**src/rtl/ps2_scancode_decoder.sv**
```systemverilog
// PS/2 scan-code decoder: strips E0/F0 prefixes from received bytes and queues
// complete {code, ext, brk} key events in a first-word-fall-through FIFO.
module ps2_scancode_decoder #(
  parameter int unsigned DEPTH       = 4,
  parameter int unsigned ADDR_W      = 2,
  parameter int unsigned TIMEOUT_CYC = 2000000,
  parameter int unsigned TO_W        = 21
) (
  input  logic       clk_nexys,
  input  logic       reset,
  input  logic       rx_done_tick,
  input  logic [7:0] dato,
  input  logic       rd_en,
  output logic       evt_valid,
  output logic [7:0] evt_code,
  output logic       evt_ext,
  output logic       evt_brk,
  output logic       fifo_full,
  output logic       overflow
);

  localparam logic [1:0] IDLE = 2'd0;
  localparam logic [1:0] EXT  = 2'd1;
  localparam logic [1:0] BRK  = 2'd2;

  localparam int unsigned CNT_W = ADDR_W + 1;

  logic [1:0]      state, state_n;
  logic            ext_flag, ext_flag_n;
  logic [TO_W-1:0] to_cnt, to_cnt_n;
  logic            push_c;
  logic [7:0]      push_code_c;
  logic            push_ext_c;
  logic            push_brk_c;

  function automatic logic is_discard(input logic [7:0] b);
    return (b == 8'h00) || (b == 8'hAA) || (b == 8'hE1) || (b == 8'hEE) ||
           (b == 8'hFA) || (b == 8'hFE) || (b == 8'hFF);
  endfunction

  // Decoder state register
  always_ff @(posedge clk_nexys or posedge reset) begin
    if (reset) begin
      state    <= IDLE;
      ext_flag <= 1'b0;
      to_cnt   <= '0;
    end else begin
      state    <= state_n;
      ext_flag <= ext_flag_n;
      to_cnt   <= to_cnt_n;
    end
  end

  // Prefix decoding; a byte arriving on the expiry cycle is decoded normally
  always_comb begin
    state_n     = state;
    ext_flag_n  = ext_flag;
    to_cnt_n    = to_cnt;
    push_c      = 1'b0;
    push_code_c = dato;
    push_ext_c  = 1'b0;
    push_brk_c  = 1'b0;
    if (rx_done_tick) begin
      to_cnt_n = '0;
      if (is_discard(dato)) begin
        state_n    = IDLE;
        ext_flag_n = 1'b0;
      end else begin
        case (state)
          IDLE: begin
            if (dato == 8'hE0) begin
              state_n    = EXT;
              ext_flag_n = 1'b1;
            end else if (dato == 8'hF0) begin
              state_n    = BRK;
              ext_flag_n = 1'b0;
            end else begin
              push_c = 1'b1;
            end
          end
          EXT: begin
            if (dato == 8'hF0) begin
              state_n = BRK;
            end else if (dato != 8'hE0) begin
              push_c     = 1'b1;
              push_ext_c = 1'b1;
              state_n    = IDLE;
              ext_flag_n = 1'b0;
            end
          end
          BRK: begin
            if (dato == 8'hE0) begin
              ext_flag_n = 1'b1;
            end else if (dato != 8'hF0) begin
              push_c     = 1'b1;
              push_ext_c = ext_flag;
              push_brk_c = 1'b1;
              state_n    = IDLE;
              ext_flag_n = 1'b0;
            end
          end
          default: begin
            state_n    = IDLE;
            ext_flag_n = 1'b0;
          end
        endcase
      end
    end else if (state == IDLE) begin
      to_cnt_n = '0;
    end else if (to_cnt == TO_W'(TIMEOUT_CYC - 1)) begin
      state_n    = IDLE;
      ext_flag_n = 1'b0;
      to_cnt_n   = '0;
    end else begin
      to_cnt_n = to_cnt + TO_W'(1);
    end
  end

  logic [7:0]        mem_code [DEPTH];
  logic              mem_ext  [DEPTH];
  logic              mem_brk  [DEPTH];
  logic [ADDR_W-1:0] rd_ptr, wr_ptr, rd_ptr_n;
  logic [CNT_W-1:0]  count, count_n;
  logic              pop_c, full_c, wr_c, ovf_c, bypass_c;
  logic [7:0]        head_code_c;
  logic              head_ext_c, head_brk_c;

  assign full_c   = (count == CNT_W'(DEPTH));
  assign pop_c    = rd_en && (count != '0);
  assign wr_c     = push_c && (!full_c || pop_c);
  assign ovf_c    = push_c && full_c && !pop_c;
  assign rd_ptr_n = pop_c ? rd_ptr + ADDR_W'(1) : rd_ptr;
  assign count_n  = count + CNT_W'(wr_c) - CNT_W'(pop_c);
  assign bypass_c = wr_c && (wr_ptr == rd_ptr_n);

  // Next head entry: freshly written data if it lands in the new head slot
  always_comb begin
    head_code_c = bypass_c ? push_code_c : mem_code[rd_ptr_n];
    head_ext_c  = bypass_c ? push_ext_c  : mem_ext[rd_ptr_n];
    head_brk_c  = bypass_c ? push_brk_c  : mem_brk[rd_ptr_n];
  end

  always_ff @(posedge clk_nexys) begin
    if (wr_c) begin
      mem_code[wr_ptr] <= push_code_c;
      mem_ext[wr_ptr]  <= push_ext_c;
      mem_brk[wr_ptr]  <= push_brk_c;
    end
  end

  // Pointers, count and registered head outputs; head holds while empty
  always_ff @(posedge clk_nexys or posedge reset) begin
    if (reset) begin
      rd_ptr    <= '0;
      wr_ptr    <= '0;
      count     <= '0;
      evt_valid <= 1'b0;
      evt_code  <= 8'h00;
      evt_ext   <= 1'b0;
      evt_brk   <= 1'b0;
      fifo_full <= 1'b0;
      overflow  <= 1'b0;
    end else begin
      rd_ptr    <= rd_ptr_n;
      count     <= count_n;
      evt_valid <= (count_n != '0);
      fifo_full <= (count_n == CNT_W'(DEPTH));
      overflow  <= ovf_c;
      if (wr_c) wr_ptr <= wr_ptr + ADDR_W'(1);
      if (count_n != '0) begin
        evt_code <= head_code_c;
        evt_ext  <= head_ext_c;
        evt_brk  <= head_brk_c;
      end
    end
  end

endmodule

```
**config.mk**
```make
export PLATFORM = sky130hd
export DESIGN_NAME = ps2_scancode_decoder
export DESIGN_NICKNAME = d
export VERILOG_FILES = /design/src/rtl/ps2_scancode_decoder.sv
export SDC_FILE = /design/constraint.sdc
export NUM_CORES = 1
export LEC_CHECK = 0
export ABC_AREA = 1
export ABC_CLOCK_PERIOD_IN_PS = 3550
export CORE_MARGIN = 4
export CORE_UTILIZATION = 35
export CTS_CLUSTER_SIZE = 12
export DETAILED_ROUTE_END_ITERATION = 10
export MAX_ROUTING_LAYER = met4
export SLEW_MARGIN = 20
export SYNTH_ARGS = -nofsm -noshare
export SYNTH_HDL_FRONTEND = slang
export SYNTH_SLANG_ARGS = --single-unit
```
**constraint.sdc**
```tcl
create_clock -name clk_nexys -period 3.55 [get_ports clk_nexys]
set_clock_uncertainty 0.05 [all_clocks]
set_input_delay 0.5325 -clock clk_nexys [delete_from_list [all_inputs] [get_ports clk_nexys]]
set_output_delay 0.5325 -clock clk_nexys [all_outputs]
set_load 0.005 [all_outputs]
```
==> metrics.yaml <==
status: "finished, final reports clean"
final.fill_count: 1157
clk_latency_ps: 340
cp_top_family: "simple AND/OR/NAND/NOR gates"
critPathKind: "in2reg"
cts.path.max_buffers: 2
min_period_ps: 3320
fp-row-count: 40
ir_worst_vdd_mv: 0.321
pre_cts_ws_ps: -425
yosys_register_bits: 84
first_iter_violations: 143
cts_made_buffers: 9
syn_to_final_growth_pct: 21.4
hold_buffers: 0
synth-xor-area-share_pct: 2.02
synthAdderAreaFrac_pct: 3.63
worstPathArrival_ps: 3510
slew_headroom_pct: 37.0
hold_class: "reg2reg"
cpMostUsedCell: "nand2_1"
antenna_found_initial: 0
path_max_fanout: 8
finalHoldViolCount: 0
cts.reportedPaths.clkPinSlew_ps: 60
tightestPinTransition_ps: 944
syn_nets: 506
pin_count: 25
globalplace.congestion: 0.871
dp.cells: 692
synth_top_family_by_area: "simple AND/OR/NAND/NOR gates"
grt_pass1_vias: 3219
finalSetupViolCount: 0
synth_area_leaders: "edfxtp_1 28%, dfrtp_1 25%, nand2_1 9.4%"
dp_hpwl_mm: 6.63
synth.distinct_cells: 40
via_per_inst: 4.66
synth_compound_area_share_pct: 6.66
start_util_pct: 36.0
vias: 3313
p_leak_nw: 2.36
die_w_um: 119
path_depth: 19
synth_area_um2: 4340
cts.sink_count: 84
synthMuxAreaShare_pct: 0
slowest_delay_ps: 370
root_buffer: "clkbuf_16"
worstReg2RegEnd: "evt_code[2]"
grt_remaining_overflow: 0
drc_errors: 0
diodes: 0
grt_pass1_wl_mm: 15.7
htree_levels: 3
r2r_cells: 14
yosys_warnings: 0
synth.top_cell.area_share_pct: 27.7
grt_max_degree: 45
r2r-start: "state[1]"
slowest_stage: "fa_1"
dpl_cell_area_um2: 4940
p_per_area_nw_per_um2: 755
critical_path.startpoint: "dato[6]"
drive_gt1_share_pct: 15.7
final_area_um2: 5270
fin_cells: 711
yosys.area_share.simple_pct: 27.2
fp.dieH_um: 119
final_nets: 562
startpoint_type: "input pin"
path_buf_inv: 5
firstDrtPassIters: 4
yosys.area.top_type: "edfxtp_1"
fp.dieArea_um2: 14300
slew_viol_final: 0
setup_tns_ps: 0
path_cells: "dlymetal6s2s_1, inv_1, nand2_1, nor2_1, nand2_1, nand2_1, nor2_2, nand4_4, nor3_4, inv_2, ha_1, inv_1, ha_1, fa_1, xor2_1, nor3_4, clkinvlp_4, nand3_1, nand2_1"
ys_seq_area_share_pct: 53.0
coreArea_um2: 12100
endpoint_kind: "flip-flop"
port_buffers: 24
cts_tree: "built"
grtUsageTotal_pct: 14.2
antenna_left: 0
timing.final.crit_share_pct: 93.6
wire_per_inst_um: 12.9
syn_avg_cell_area_um2: 9.01
timing.fmax_mhz: 301
drt-total-wl_mm: 9.20
finalWorstSetupSlack_ps: 228
whs_ps: 406
max_cap_violations: 0
r2r_slack_ps: 330
setup.worst_path.end: "evt_code[2]"
worst_ep_required_time_ps: 3730
syn-instance-count: 482
-- per-layer routing --
metal,global-route usage [%],share of wire [%],vias up
met1,17.4,46,1575
met5,-,0,-
met2,22.9,49,38
met3,3.94,3.4,12
li1,-,-,1688
met4,4.72,1.4,0
-- cells in the mapped netlist (all sizes together) --
cell type,number
inv,67
dlymetal6s2s,1
a21oi,26
o31ai,1
o211ai,2
clkbuf,1
ha,11
nor3b,2
and3,1
a211oi,1
a31oi,1
nand4,18
o22ai,1
fa,1
nor4,2
o21a,2
nand2,117
nor2,64
o21ai,15
a41oi,1
edfxtp,40
nor4b,1
nand3,30
xnor2,4
buf,9
xor2,6
nor3,13
dfrtp,44
-- layout by cell type, fill, tap and decap left out, types with 4 or more instances in the layout --
cell type	n
clkbuf_16	9
nor2_2	12
xnor2_1	4
nand4_1	15
xor2_1	6
a21oi_1	26
nor2_1	48
nand3_1	30
nor2_4	4
o21ai_0	4
dlymetal6s2s_1	6
dfrtp_1	44
edfxtp_1	40
nor3_1	11
inv_2	6
nand2_1	109
ha_1	11
clkdlybuf4s50_1	16
o21ai_1	10
buf_4	30
inv_1	61
nand2_2	7
-- worst min path at each step --
stage / startpoint / end / slack (ps) / cells past startpoint
after floorplan: to_cnt[0] / to_cnt[0] / 370 / 1
after global placement: to_cnt[0] / to_cnt[0] / 390 / 1
after detailed placement: to_cnt[0] / to_cnt[0] / 390 / 1
after CTS: to_cnt[0] / to_cnt[0] / 410 / 1
after global routing: to_cnt[0] / to_cnt[0] / 440 / 1
final: to_cnt[0] / to_cnt[0] / 410 / 1
-- logic make-up after synthesis --
group	count (synthesis)
compound gates	50
xor+xnor	10
fa+ha+maj	12
buf+inv	78
flops	84
simple gates	248
-- repair_timing --
item | in CTS | in global routing
resized for setup | 2 | 14
pin swaps | 0 | 2
buffers inserted | 0 | 2
gates cloned | 0 | 1
endpoints found under the setup margin | 10 | 12
-- where the power goes --
group          switching (W)  internal [W]  total, W
sequential          0.000106       0.00125   0.00136
clock               0.000378      0.000546  0.000924
combinational        0.00103      0.000668   0.00170
-- sequential cells by signal, indices dropped and copies added, names as in the netlist, 3 cells and up --
signal	cells
mem_code	32
to_cnt	21
evt_code	8
mem_brk	4
mem_ext	4
count	3
-- per-stage QoR --
stage / util (%) / total power, W
4_1_cts: 43.4 / 0.00394
5_1_grt: 43.7 / 0.00433
2_1_floorplan: - / 0.00246
3_5_place_dp: 40.9 / 0.00299
3_3_place_gp: 40.9 / 0.00296
6_report: 43.7 / 0.00398
-- area by class of cell --
type	count	area (µm²)	area share, %
flip-flops and latches	84	2300	43.7
multi-input cells	320	1730	32.8
repair buffers	55	482	9.13
inverters	67	251	4.77
clock buffers	10	229	4.34
well taps	168	210	3.99
clock inverters	6	63.8	1.21
repair inverters	1	7.51	0.142
No activity file was read; power rests on OpenSTA's default activity.
